## src/rtl/serial_display_rx.sv

```systemverilog
// -----------------------------------------------------------------------------
// serial_display_rx
//
// Receives the display link from the clock core (serial data, shift clock and
// latch strobe). The receiver oversamples all three lines in the i_clk domain,
// shifts in frames of SHIFT_WIDTH bits and publishes a parallel word when a
// latch arrives after exactly SHIFT_WIDTH shift edges.
//
// Ports
//   i_clk            system clock; all logic runs on its rising edge
//   i_reset          synchronous active-high reset
//   i_serial_data    serial data line (asynchronous)
//   i_serial_clk     shift clock (asynchronous); data taken on its rising edge
//   i_serial_latch   latch strobe (asynchronous); frame ends on its rising edge
//   o_parallel_data  last valid frame; the first bit shifted sits in the MSB
//   o_data_valid     one-cycle pulse when o_parallel_data updates
//   o_frame_error    one-cycle pulse on a latch with the wrong bit count
//   o_error_count    saturating count of frame errors
// -----------------------------------------------------------------------------
module serial_display_rx #(
    parameter int SHIFT_WIDTH = 48,
    parameter int SYNC_STAGES = 2
) (
    input  logic                   i_clk,
    input  logic                   i_reset,
    input  logic                   i_serial_data,
    input  logic                   i_serial_clk,
    input  logic                   i_serial_latch,
    output logic [SHIFT_WIDTH-1:0] o_parallel_data,
    output logic                   o_data_valid,
    output logic                   o_frame_error,
    output logic [7:0]             o_error_count
);

    localparam int                CNT_W     = $clog2(SHIFT_WIDTH + 2);
    localparam logic [CNT_W-1:0]  CNT_FULL  = CNT_W'(SHIFT_WIDTH);
    localparam logic [CNT_W-1:0]  CNT_SAT   = CNT_W'(SHIFT_WIDTH + 1);
    localparam logic [2:0]        WARM_LAST = 3'(SYNC_STAGES);

    typedef enum logic {
        WARMUP,
        RUN
    } state_t;

    state_t                   state_q, state_d;
    logic [2:0]               warm_cnt_q, warm_cnt_d;

    logic [SYNC_STAGES-1:0]   data_sync_q, data_sync_d;
    logic [SYNC_STAGES-1:0]   sclk_sync_q, sclk_sync_d;
    logic [SYNC_STAGES-1:0]   latch_sync_q, latch_sync_d;
    logic                     sclk_prev_q, sclk_prev_d;
    logic                     latch_prev_q, latch_prev_d;
    logic [SHIFT_WIDTH-1:0]   shift_reg_q, shift_reg_d;
    logic [CNT_W-1:0]         bit_cnt_q, bit_cnt_d;
    logic [SHIFT_WIDTH-1:0]   parallel_q, parallel_d;
    logic                     valid_q, valid_d;
    logic                     error_q, error_d;
    logic [7:0]               err_cnt_q, err_cnt_d;

    logic                     shift_edge;
    logic                     latch_edge;
    logic [SHIFT_WIDTH-1:0]   shift_eff;
    logic [CNT_W-1:0]         cnt_eff;

    // Warm-up FSM state register. After reset the synchronizers are refilling
    // from zero, so a line already high would look like a fresh rising edge.
    always_ff @(posedge i_clk) begin
        if (i_reset) begin
            state_q    <= WARMUP;
            warm_cnt_q <= 3'd0;
        end else begin
            state_q    <= state_d;
            warm_cnt_q <= warm_cnt_d;
        end
    end

    // Stay in WARMUP for SYNC_STAGES+1 cycles, which is long enough for the
    // synchronizer and the prev flop to both hold the real line level.
    always_comb begin
        state_d    = state_q;
        warm_cnt_d = warm_cnt_q;
        case (state_q)
            WARMUP: begin
                if (warm_cnt_q == WARM_LAST) begin
                    state_d = RUN;
                end else begin
                    warm_cnt_d = warm_cnt_q + 3'd1;
                end
            end
            RUN:     state_d = RUN;
            default: state_d = WARMUP;
        endcase
    end

    // Datapath registers: synchronizers, edge history, shifter and outputs.
    always_ff @(posedge i_clk) begin
        if (i_reset) begin
            data_sync_q  <= '0;
            sclk_sync_q  <= '0;
            latch_sync_q <= '0;
            sclk_prev_q  <= 1'b0;
            latch_prev_q <= 1'b0;
            shift_reg_q  <= '0;
            bit_cnt_q    <= '0;
            parallel_q   <= '0;
            valid_q      <= 1'b0;
            error_q      <= 1'b0;
            err_cnt_q    <= 8'd0;
        end else begin
            data_sync_q  <= data_sync_d;
            sclk_sync_q  <= sclk_sync_d;
            latch_sync_q <= latch_sync_d;
            sclk_prev_q  <= sclk_prev_d;
            latch_prev_q <= latch_prev_d;
            shift_reg_q  <= shift_reg_d;
            bit_cnt_q    <= bit_cnt_d;
            parallel_q   <= parallel_d;
            valid_q      <= valid_d;
            error_q      <= error_d;
            err_cnt_q    <= err_cnt_d;
        end
    end

    // The three chains have equal depth so data stays aligned with its clock.
    // A shift and a latch in the same cycle are resolved by computing the
    // post-shift value and count first and letting the latch judge those.
    always_comb begin
        data_sync_d  = {data_sync_q[SYNC_STAGES-2:0], i_serial_data};
        sclk_sync_d  = {sclk_sync_q[SYNC_STAGES-2:0], i_serial_clk};
        latch_sync_d = {latch_sync_q[SYNC_STAGES-2:0], i_serial_latch};
        sclk_prev_d  = sclk_sync_q[SYNC_STAGES-1];
        latch_prev_d = latch_sync_q[SYNC_STAGES-1];

        shift_edge = (state_q == RUN) && sclk_sync_q[SYNC_STAGES-1] && !sclk_prev_q;
        latch_edge = (state_q == RUN) && latch_sync_q[SYNC_STAGES-1] && !latch_prev_q;

        shift_eff = shift_reg_q;
        cnt_eff   = bit_cnt_q;
        if (shift_edge) begin
            shift_eff = {shift_reg_q[SHIFT_WIDTH-2:0], data_sync_q[SYNC_STAGES-1]};
            if (bit_cnt_q != CNT_SAT) begin
                cnt_eff = bit_cnt_q + CNT_W'(1);
            end
        end

        shift_reg_d = shift_eff;
        bit_cnt_d   = cnt_eff;
        parallel_d  = parallel_q;
        valid_d     = 1'b0;
        error_d     = 1'b0;
        err_cnt_d   = err_cnt_q;

        if (latch_edge) begin
            bit_cnt_d = '0;
            if (cnt_eff == CNT_FULL) begin
                parallel_d = shift_eff;
                valid_d    = 1'b1;
            end else begin
                error_d = 1'b1;
                if (err_cnt_q != 8'hFF) begin
                    err_cnt_d = err_cnt_q + 8'd1;
                end
            end
        end
    end

    assign o_parallel_data = parallel_q;
    assign o_data_valid    = valid_q;
    assign o_frame_error   = error_q;
    assign o_error_count   = err_cnt_q;

endmodule

```

## config.mk

```make
export PLATFORM = sky130hd
export DESIGN_NAME = serial_display_rx
export DESIGN_NICKNAME = d
export VERILOG_FILES = /design/src/rtl/serial_display_rx.sv
export SDC_FILE = /design/constraint.sdc
export NUM_CORES = 1
export LEC_CHECK = 0
export CAP_MARGIN = 20
export CORE_MARGIN = 10
export CORE_UTILIZATION = 40
export CTS_CLUSTER_SIZE = 10
export DETAILED_ROUTE_END_ITERATION = 10
export HOLD_SLACK_MARGIN = 0.05
export PLACE_DENSITY = 0.69
export SYNTH_ARGS = -nofsm -noshare
export SYNTH_HDL_FRONTEND = slang
export SYNTH_SLANG_ARGS = --single-unit
```

## constraint.sdc

```tcl
create_clock -name i_clk -period 3.8 [get_ports i_clk]
set_clock_uncertainty 0.05 [all_clocks]
set_input_delay 0.57 -clock i_clk [delete_from_list [all_inputs] [get_ports i_clk]]
set_output_delay 0.57 -clock i_clk [all_outputs]
set_load 0.02 [all_outputs]
```

Word level (Yosys, flattened, before mapping)
Index checks and enable logic that the tools add are counted.

Bits in registers: 124. Logic and storage cells: 42. Input port bits: 5.

Eq/ne operators: 4. Multiplexer cells: 7. Reductions and logical operators: 11. Bitwise gates (word level): 4. Add/sub/neg operators: 3.

Operators by type and width (number): 48-bit 2-to-1 mux (1); 6-bit 2-to-1 mux (2); 8-bit by 1-bit adder with 8-bit output, second input constant (1); 8-bit inequality test, second input constant (1); 6-bit by 1-bit adder with 6-bit output, second input constant (1); 6-bit equality test, second input constant (1); 6-bit inequality test, second input constant (1); 1-bit logical AND (4); 1-bit inverter (4); 2-bit AND reduction (2); 2-bit OR reduction (2); 3-bit by 1-bit adder with 3-bit output, second input constant (1); 3-bit by 2-bit equality test with 1-bit output, second input constant (1); 1-bit 2-to-1 mux (3); 3-bit AND reduction (1); 1-bit zero test (2); 1-bit case mux with 2 select lines (1).

Logic depth before layout (Yosys ltp)
Gate-level depths: netlist of run 1.

Depth after elaboration: 6. Mapped depth: 11. Gate-level depth less buffers: 8.

Least setup slack after synthesis of run 1
Ideal clock, no wire load.

Path kind: register to register. Start: register bit_cnt_q[1]. End: register parallel_q[46], in the netlist o_parallel_data[46]. Setup time: 0.132 ns. Period minus slack after synthesis: 2.143 ns. Path buffers: 2. Arrival: 1.961 ns. Stages on the path, launching flop included: 10. Path slack: 1.657 ns. Path through: dfxtp_1 -> inv_1 -> ha_1 -> and4b_1 -> a21o_1 -> o21ai_1 -> and4b_1 -> clkbuf_1 -> clkbuf_1 -> o21ai_0.

Longest elaborated chain between the ends: 5.

Ends and longest elaborated chain: start: declaration (line 54) `logic [CNT_W-1:0] bit_cnt_q, bit_cnt_d;`; start signal: assignment (line 116) `bit_cnt_q <= bit_cnt_d;`; 6-bit by 1-bit adder with 6-bit output or 6-bit inequality test (tied branches) (line 142, 141); 6-bit 2-to-1 mux (line 141) `if (bit_cnt_q != CNT_SAT) begin`; 6-bit 2-to-1 mux (*) (line 139) `if (shift_edge) begin`; 6-bit equality test (*) (line 155) `if (cnt_eff == CNT_FULL) begin`; 2-bit AND reduction (no line) (*); end signal: assignment (line 117) `parallel_q <= parallel_d;`; end: declaration (line 55) `logic [SHIFT_WIDTH-1:0] parallel_q, parallel_d;`.

Every way passes the cells marked *; elsewhere a longest branch is shown, timed or not. A chain may end at the register's enable or synchronous reset.

Final worst setup path of run 1
Start: register bit_cnt_q[1]. End: register parallel_q[7], in the netlist o_parallel_data[7].

Same word-level chain as after synthesis.

==> flow_metrics.tcl, run 1 <==
set metrics [dict create \
    cts-resized-gates 0 \
    grt_max_degree 122 \
    cp_data_arrival_time_ns 2.94 \
    worst_pin_slew_ns 1.03 \
    min_to "latch_sync_q[1]" \
    die_y_microns 128 \
    cts_made_buffers 17 \
    io_pins 63 \
    grt.total_usage 0.127 \
    antenna_found_initial 0 \
    finalCriticalPeriod_ns 2.72 \
    clk_latency_ns 0.40 \
    synth_seq_cells 124 \
    drt_pass1_iterations 4 \
    holdPathStages 1 \
    synth_fa_ha_area_frac 0.0135 \
    rsz0062_at_grt "false" \
    grt_pass1_wl_microns 17300 \
    syn_inst 558 \
    hold_start "latch_sync_q[0]" \
    async_flop_share 0 \
    yosysUniqueCellTypes 40 \
    rr_worst_depth 8 \
    cp-end-kind "register" \
    dpl.hpwl_microns 6160 \
    drv_cap 0 \
    synth_top_family_by_area "simple AND/OR/NAND/NOR gates" \
    start_util 0.407 \
    startpoint "bit_cnt_q[1]" \
    diodes 0 \
    start_kind "register" \
    clock-sinks 124 \
    critPathKind "register to register" \
    synth_area_leaders "dfxtp_1, nand2_1, nand2b_1" \
    synth.area.mux_share 0.00485 \
    synth-edff-count 0 \
    ant_nets 0 \
    top_usage_layer "met2" \
    dr_total_vias 3708 \
    grt_pass1_vias 3701 \
    post_cts_buffers 0 \
    cts_tree "done" \
    timing.rr.end "o_parallel_data[7]" \
    dieArea_sq_mm 0.0163 \
    postCtsHoldBufs 0 \
    finalSetupViolCount 0 \
    syn_nets 568 \
    row_count 39 \
    viasPerCell 4.88 \
    reg2reg_from "bit_cnt_q[1]" \
    yosysTopAreaCellShare 0.534 \
    vdd_ir_drop_max_mv 0.255 \
    drcViolationCount 0 \
    yosys-top-cells-count "nand2_1, dfxtp_1, a21oi_1" \
    max_slew_margin 0.312 \
    gr-usage-met1 0.145 \
    clockRootBuffer "clkbuf_16" \
    met3_usage 0.0505 \
    routedWlPerCell_microns 13.1 \
    synth.largest_area_cell "dfxtp_1" \
    status "completed" \
    port_buffers 62 \
    drtIter0Drc 305 \
    overflow 0 \
    yosys.area_share.simple 0.261 \
    gp_congestion 0.863 \
    crit_fanout 61 \
    crit_required_ns 4.02 \
    htreeDepth 4 \
    syn_area_sq_mm 0.00465 \
    rrSetupSlack_ns 1.08 \
    finalWirelength_microns 9940 \
    finalSetupTns_ns 0 \
    maxSlewViolCount 0 \
    ys_seq_area_frac 0.534 \
    synth_compound_area_frac 0.133 \
    max_clock_freq_ghz 0.368 \
    syn_area_per_cell_sq_um 8.33 \
    fin_ws_ns 1.08 \
    clockBufferDepth 2 \
    grt_util_met2 0.206 \
    final_layout_size_suffix_gt1_frac 0.0665 \
    nets 614 \
    dp_worst_setup_slack_ns 1.15 \
    areaGrowthSynthToFinish_pct 27.6 \
    die_x_microns 128 \
    ys.flop_type "dfxtp_1" \
    synth.most_common_cell "nand2_1" \
    power_density_mw_per_mm2 520 \
    path_clk_slew_ns 0.05 \
    period_share 0.716 \
    synth_xor_area_frac 0.0132 \
    p_leak_uw 0.00202 \
    core-area_sq_mm 0.0114 \
    hold_class "register to register" \
    hold_viol_final 0 \
    yosys_warnings 0 \
]
[worst max-delay path by stage]
| stage | end | depth (start not counted) |
|---|---|---|
| floorplan | o_parallel_data[46] | 9 |
| global placement | o_parallel_data[18] | 9 |
| detailed placement | o_parallel_data[19] | 8 |
| CTS | o_parallel_data[7] | 8 |
| global route | o_parallel_data[17] | 9 |
| finish | o_parallel_data[7] | 8 |
[report_power, final]
| group | internal (uW) | switching [uW] | leakage (uW) |
|---|---|---|---|
| Sequential | 1320 | 16.4 | 0.00100 |
| Clock | 1080 | 560 | 0.000296 |
| Combinational | 41.8 | 64.5 | 0.000718 |
[metrics by stage]
stage                     hold WS (ns)   util  std cells  power [uW]  cell area [sq um]
after global routing             0.418  0.519        760        3190               5930
after floorplan                  0.364      -        558        1440               4650
after CTS                        0.402  0.519        760        3110               5930
final                            0.393  0.519        760        3090               5930
after detailed placement         0.382  0.466        728        1470               5320
after global placement           0.388  0.466        728        1460               5320
[per-layer routing]
metal / wire, microns / share of wire / vias to the layer above
met1: 4460 / 0.45 / 1720
met5: 0 / 0 / -
met4: 91 / 0.0092 / 0
li1: - / - / 1920
met2: 4900 / 0.49 / 62
met3: 490 / 0.049 / 6
[cells by family (layout without fill, tap and decap cells)]
logic type,Yosys count,after routing
AOI/OAI and AO/OA,119,119
xor gates and xnor gates,7,7
adders and majority gates,5,5
buffers and inverters,44,103
DFF,124,124
muxes,2,2
and+or+nand+nor,257,257
[placed cells by master (no fill, tap or decap), types with 6 or more instances in the layout]
master / n
a21oi_1: 58
clkbuf_16: 17
clkdlybuf4s50_1: 61
dfxtp_1: 124
inv_1: 6
nand2_1: 149
nand2b_1: 49
nand3_1: 6
nor2_1: 15
nor2b_1: 12
o21ai_0: 44
o21ai_1: 8
[state kept, by name, indices dropped and copies added, names as in the netlist]
signal / cells
o_error_count: 8
sclk_sync_q: 2
shift_reg_q: 48
o_parallel_data: 48
o_data_valid: 1
state_q: 1
warm_cnt_q: 3
o_frame_error: 1
latch_prev_q: 1
bit_cnt_q: 6
latch_sync_q: 2
sclk_prev_q: 1
data_sync_q: 2
[cell type report]
cell class | count | area, sq um
Fill cell | 1056 | 5490
Sequential cell | 124 | 2480
Multi-Input combinational cell | 390 | 1980
Timing Repair Buffer | 65 | 653
Clock buffer | 22 | 474
Tap cell | 143 | 179
Clock inverter | 10 | 138
Inverter | 6 | 22.5
[critical path: stages (launching register included)]
cell     delay [ns]
dfxtp_1        0.43
inv_1          0.07
ha_1           0.17
and4b_1        0.19
a21o_1         0.23
o21ai_1        0.29
and4b_2        0.70
buf_12         0.30
o21ai_0        0.13
(Power assumes the default switching activity.)
==> run 2: changes to the inputs <==
--- a/config.mk
+++ b/config.mk
@@ -11,7 +11,7 @@
 export CTS_CLUSTER_SIZE = 10
 export DETAILED_ROUTE_END_ITERATION = 10
 export HOLD_SLACK_MARGIN = 0.05
-export PLACE_DENSITY = 0.69
+export PLACE_DENSITY = 0.72
 export SYNTH_ARGS = -nofsm -noshare
 export SYNTH_HDL_FRONTEND = slang
 export SYNTH_SLANG_ARGS = --single-unit
==> constraint.sdc (replaced) <==
create_clock -name i_clk -period 2.5 [get_ports i_clk]
set_clock_uncertainty 0.05 [all_clocks]
set_input_delay 0.375 -clock i_clk [delete_from_list [all_inputs] [get_ports i_clk]]
set_output_delay 0.375 -clock i_clk [all_outputs]
set_load 0.02 [all_outputs]
==> flow_metrics.tcl, run 2 (synthesized netlist as in run 1, its figures left out) <==
set metrics [dict create \
    layout_common_cells "nand2_1, dfxtp_1, clkdlybuf4s50_1" \
    cts_made_buffers 17 \
    drtIter0Drc 235 \
    start_kind "register" \
    gr-usage-met1 0.138 \
    drcViolationCount 0 \
    dr_total_vias 3751 \
    finalSetupTns_ns 0 \
    finalSetupViolCount 0 \
    core-area_sq_mm 0.0114 \
    p_switching_uw 1050 \
    critPathKind "register to register" \
    startpoint "bit_cnt_q[1]" \
    worst_pin_slew_ns 0.533 \
    antenna_found_initial 0 \
    max_clock_freq_ghz 0.440 \
    clockRootBuffer "clkbuf_16" \
    hold_viol_final 0 \
    dpl.hpwl_microns 6230 \
    dieArea_sq_mm 0.0163 \
    htreeDepth 4 \
    p_seq_frac 0.451 \
    clock-sinks 124 \
    layout_commonest_cell "nand2_1" \
    areaGrowthSynthToFinish_pct 27.8 \
    clockBufferDepth 2 \
    cts_tree "done" \
    gp_congestion 0.787 \
    drv_cap 0 \
    grt_pass1_wl_microns 16800 \
    nFillCells 1107 \
    port_buffers 62 \
    routedWlPerCell_microns 13.1 \
    grt.total_usage 0.122 \
    utilization 0.520 \
    swShare 0.233 \
    p_leak_uw 0.00201 \
    start_util 0.407 \
    maxSlewViolCount 0 \
    clk_latency_ns 0.40 \
    viasPerCell 4.92 \
    max_slew_margin 0.645 \
    crit_required_ns 2.77 \
    status "completed" \
    top_usage_layer "met2" \
    grt_pass1_vias 3738 \
    row_count 39 \
    drt_pass1_iterations 4 \
    grt_max_degree 97 \
    cp-end-kind "register" \
    path_clk_slew_ns 0.06 \
    holdWs_ns 0.394 \
    reg2reg_from "bit_cnt_q[1]" \
    die_y_microns 128 \
    finalWirelength_microns 9980 \
    rsz0062_at_grt "false" \
    hold_class "input pin to register" \
    pwr-share-clk 0.512 \
    crit_fanout 48 \
    die_x_microns 128 \
    overflow 0 \
    final_layout_size_suffix_gt1_frac 0.0743 \
    post_cts_buffers 0 \
    period_share 0.908 \
    ant_nets 0 \
    combPwrFrac 0.036 \
    hold_start "i_reset" \
    finalCriticalPeriod_ns 2.27 \
    vdd_ir_drop_max_mv 0.420 \
    cp_data_arrival_time_ns 2.54 \
    intPower_uw 3450 \
    met3_usage 0.0426 \
    io_pins 63 \
    power_density_mw_per_mm2 757 \
    nets 616 \
    grt_util_met2 0.204 \
    diodes 0 \
]
[run 2: cell types whose count changed in the layout (fill, tap and decap cells not counted), moves of 2 or more]
cell,delta
inv_6,+4
clkbuf_1,-2
clkinv_4,+2
clkbuf_8,-3
bufinv_16,-2
clkinvlp_4,+2
[run 2: path summary, 6_finish.rpt]
check                       end  slack, ns  cells past startpoint
max          o_parallel_data[0]       0.23                      9
min               warm_cnt_q[2]       0.39                      2
min reg2reg     latch_sync_q[1]       0.39                      1
max reg2reg  o_parallel_data[0]       0.23                      9
[run 2: metal layers]
| layer | up-vias | wire length [microns] |
|---|---|---|
| met5 | - | 0 |
| met4 | 0 | 74 |
| met3 | 4 | 474 |
| met2 | 47 | 5010 |
| met1 | 1771 | 4430 |
| li1 | 1929 | - |
[run 2: power groups by stage]
stage | Combinational [uW] | Sequential [uW] | Clock (uW)
global route | 184 | 2030 | 2440
global placement | 155 | 2070 | 0
floorplan | 127 | 2070 | 0
detailed placement | 164 | 2070 | 0
finish | 164 | 2030 | 2300
CTS | 165 | 2030 | 2350
[run 2: per-stage QoR]
stage	instance area [sq um]	instances	power, uW	worst slack, ns
global placement	5340	729	2230	0.317
detailed placement	5340	729	2240	0.176
floorplan	4650	558	2200	0.357
global route	5940	762	4660	0.0717
CTS	5900	761	4540	0.115
finish	5940	762	4500	0.229
[run 2: final cells by class]
cell class	count	area, sq um	share of cell area
sequential	124	2480	0.418
multi-input combinational	390	1990	0.334
clock inverter	15	140	0.0236
tap	143	179	0.0301
inverter	6	22.5	0.00379
clock buffer	17	425	0.0716
timing repair buffer	67	706	0.119
[run 2: critical path, cell delays in order, from the launching register on]
cell and delay, ns:
dfxtp_1 0.42, inv_1 0.07, ha_1 0.18, and4b_1 0.20
a21o_1 0.24, o21ai_2 0.22, and4b_2 0.37, clkbuf_16 0.27
nand2_1 0.08, o21ai_0 0.07
[run 2: timing repair]
| action | in CTS | in global routing |
|---|---|---|
| hold buffers | 0 | 0 |
| resized for setup | 0 | 2 |
| setup endpoints to repair | 0 | 38 |
==> run 3: changes to the inputs <==
--- a/config.mk
+++ b/config.mk
@@ -10,8 +10,9 @@
 export CORE_UTILIZATION = 40
 export CTS_CLUSTER_SIZE = 10
 export DETAILED_ROUTE_END_ITERATION = 10
+export DONT_BUFFER_PORTS = 1
 export HOLD_SLACK_MARGIN = 0.05
-export PLACE_DENSITY = 0.72
+export PLACE_DENSITY = 0.64
 export SYNTH_ARGS = -nofsm -noshare
 export SYNTH_HDL_FRONTEND = slang
 export SYNTH_SLANG_ARGS = --single-unit
==> flow_metrics.tcl, run 3 (synthesized netlist as in run 1, its figures left out) <==
set metrics [dict create \
    status "completed" \
    path_clk_slew_ns 0.05 \
    cp-end-kind "register" \
    start_kind "register" \
    layout_commonest_cell "nand2_1" \
    power_density_mw_per_mm2 860 \
    placedCellCount 666 \
    slowest_stage "dfxtp_1" \
    dp_worst_setup_slack_ns 0.162 \
    swShare 0.198 \
    routedWlPerCell_microns 14.3 \
    drtIter0Drc 191 \
    drt_pass1_iterations 5 \
    p_leak_uw 0.00183 \
    cp_data_arrival_time_ns 2.56 \
    die_y_microns 128 \
    worst_pin_slew_ns 0.527 \
    nets 555 \
    cts_tree "done" \
    worst-path-buf-inv 2 \
    max_clock_freq_ghz 0.429 \
    combPwrFrac 0.032 \
    finalWirelength_microns 9970 \
    hold_viol_final 0 \
    cp_top_family "compound AO/OA/AOI/OAI gates" \
    finalPower_uw 4630 \
    io_pins 63 \
    areaGrowthSynthToFinish_pct 15.7 \
    start_util 0.407 \
    p_seq_frac 0.440 \
    hold_class "input pin to register" \
    critPathKind "register to register" \
    port_buffers 0 \
    pwr-share-clk 0.528 \
    holdWs_ns 0.0712 \
    crit_fanout 48 \
    rsz0062_at_grt "false" \
    p_switching_uw 917 \
    finalSetupTns_ns 0 \
    final_cells 699 \
    core-area_sq_mm 0.0114 \
    crit_required_ns 2.73 \
    fin_ws_ns 0.170 \
    layout_common_cells "nand2_1, dfxtp_1, a21oi_1" \
    dr_total_vias 3516 \
    max_slew_margin 0.649 \
    diodes 0 \
    grt_max_degree 97 \
    intPower_uw 3710 \
    path_cells "inv_1 -> ha_1 -> and4b_1 -> a21o_1 -> o21ai_1 -> and4b_2 -> buf_16 -> o21ai_0" \
    period_share 0.932 \
    grt_pass1_vias 3402 \
    antenna_found_initial 0 \
    vdd_ir_drop_max_mv 0.476 \
    finalSetupViolCount 0 \
    dieArea_sq_mm 0.0163 \
    finalCriticalPeriod_ns 2.33 \
    grt.total_usage 0.121 \
    row_count 39 \
    viasPerCell 5.03 \
    cp_slowest_stage_delay_ns 0.43 \
    clockRootBuffer "clkbuf_16" \
    clk_latency_ns 0.41 \
    cts_made_buffers 17 \
    drv_cap 0 \
    clockBufferDepth 2 \
    maxSlewViolCount 0 \
    gp_congestion 0.812 \
    drcViolationCount 0 \
    overflow 0 \
    ant_nets 0 \
    grt_pass1_wl_microns 16400 \
    final_layout_size_suffix_gt1_frac 0.0737 \
    htreeDepth 4 \
    dpl.hpwl_microns 5830 \
    die_x_microns 128 \
    clock-sinks 124 \
]
-- run 3: cell count changes in the layout (fill, tap and decap cells not counted), sizes merged --
cell	delta
buf	-1
clkinvlp	-2
dlygate4sd3	+1
clkbuf	+8
inv	-5
clkinv	-4
bufinv	+1
clkdlybuf4s50	-61
-- run 3: worst register-to-register path, delay by kind of cell, from the launching register on --
family | cells | cell delay (ns)
buffers and inverters | 2 | 0.29
and+or+nand+nor | 2 | 0.59
AOI/OAI and AO/OA | 3 | 0.67
adders and majority gates | 1 | 0.17
DFF | 1 | 0.43
-- run 3: repair_timing --
action,in CTS,in global routing
buffers inserted,0,0
resized for setup,0,1
hold buffers,2,0
endpoints found under the setup margin,0,11
endpoints found under the hold margin,68,0
-- run 3: routing by layer --
layer	up-vias	GRT usage	routed length [microns]
li1	1798	-	-
met1	1647	0.132	4450
met2	62	0.205	4840
met3	9	0.0488	586
met4	0	0.0503	93
met5	-	0	0
-- run 3: final timing paths --
| kind | startpoint | to | slack [ns] | depth (start not counted) |
|---|---|---|---|---|
| setup reg to reg | bit_cnt_q[1] | o_parallel_data[18] | 0.17 | 8 |
| setup / recovery | bit_cnt_q[1] | o_parallel_data[18] | 0.17 | 8 |
| hold reg to reg | latch_sync_q[0] | latch_sync_q[1] | 0.38 | 1 |
| hold / removal | i_serial_latch | latch_sync_q[0] | 0.07 | 1 |
-- run 3: stage by stage --
stage               utilization  instance area [sq um]
floorplan                     -                   4650
global placement          0.412                   4700
detailed placement        0.412                   4700
CTS                       0.468                   5340
global route              0.471                   5380
finish                    0.471                   5380
-- run 3: power by group through the flow --
stage               Clock, uW  Combinational (uW)  Sequential [uW]
CTS                      2510                 149             2030
detailed placement          0                 126             2080
global placement            0                 119             2070
global route             2590                 172             2040
finish                   2440                 147             2030
floorplan                   0                 127             2070
-- run 3: area by class of cell --
class | count | area, sq um
inverter | 6 | 22.5
clock buffer | 25 | 526
clock inverter | 5 | 80.1
tap | 143 | 179
sequential | 124 | 2480
fill | 1149 | 6040
multi-input combinational | 390 | 1980
timing repair buffer | 6 | 105
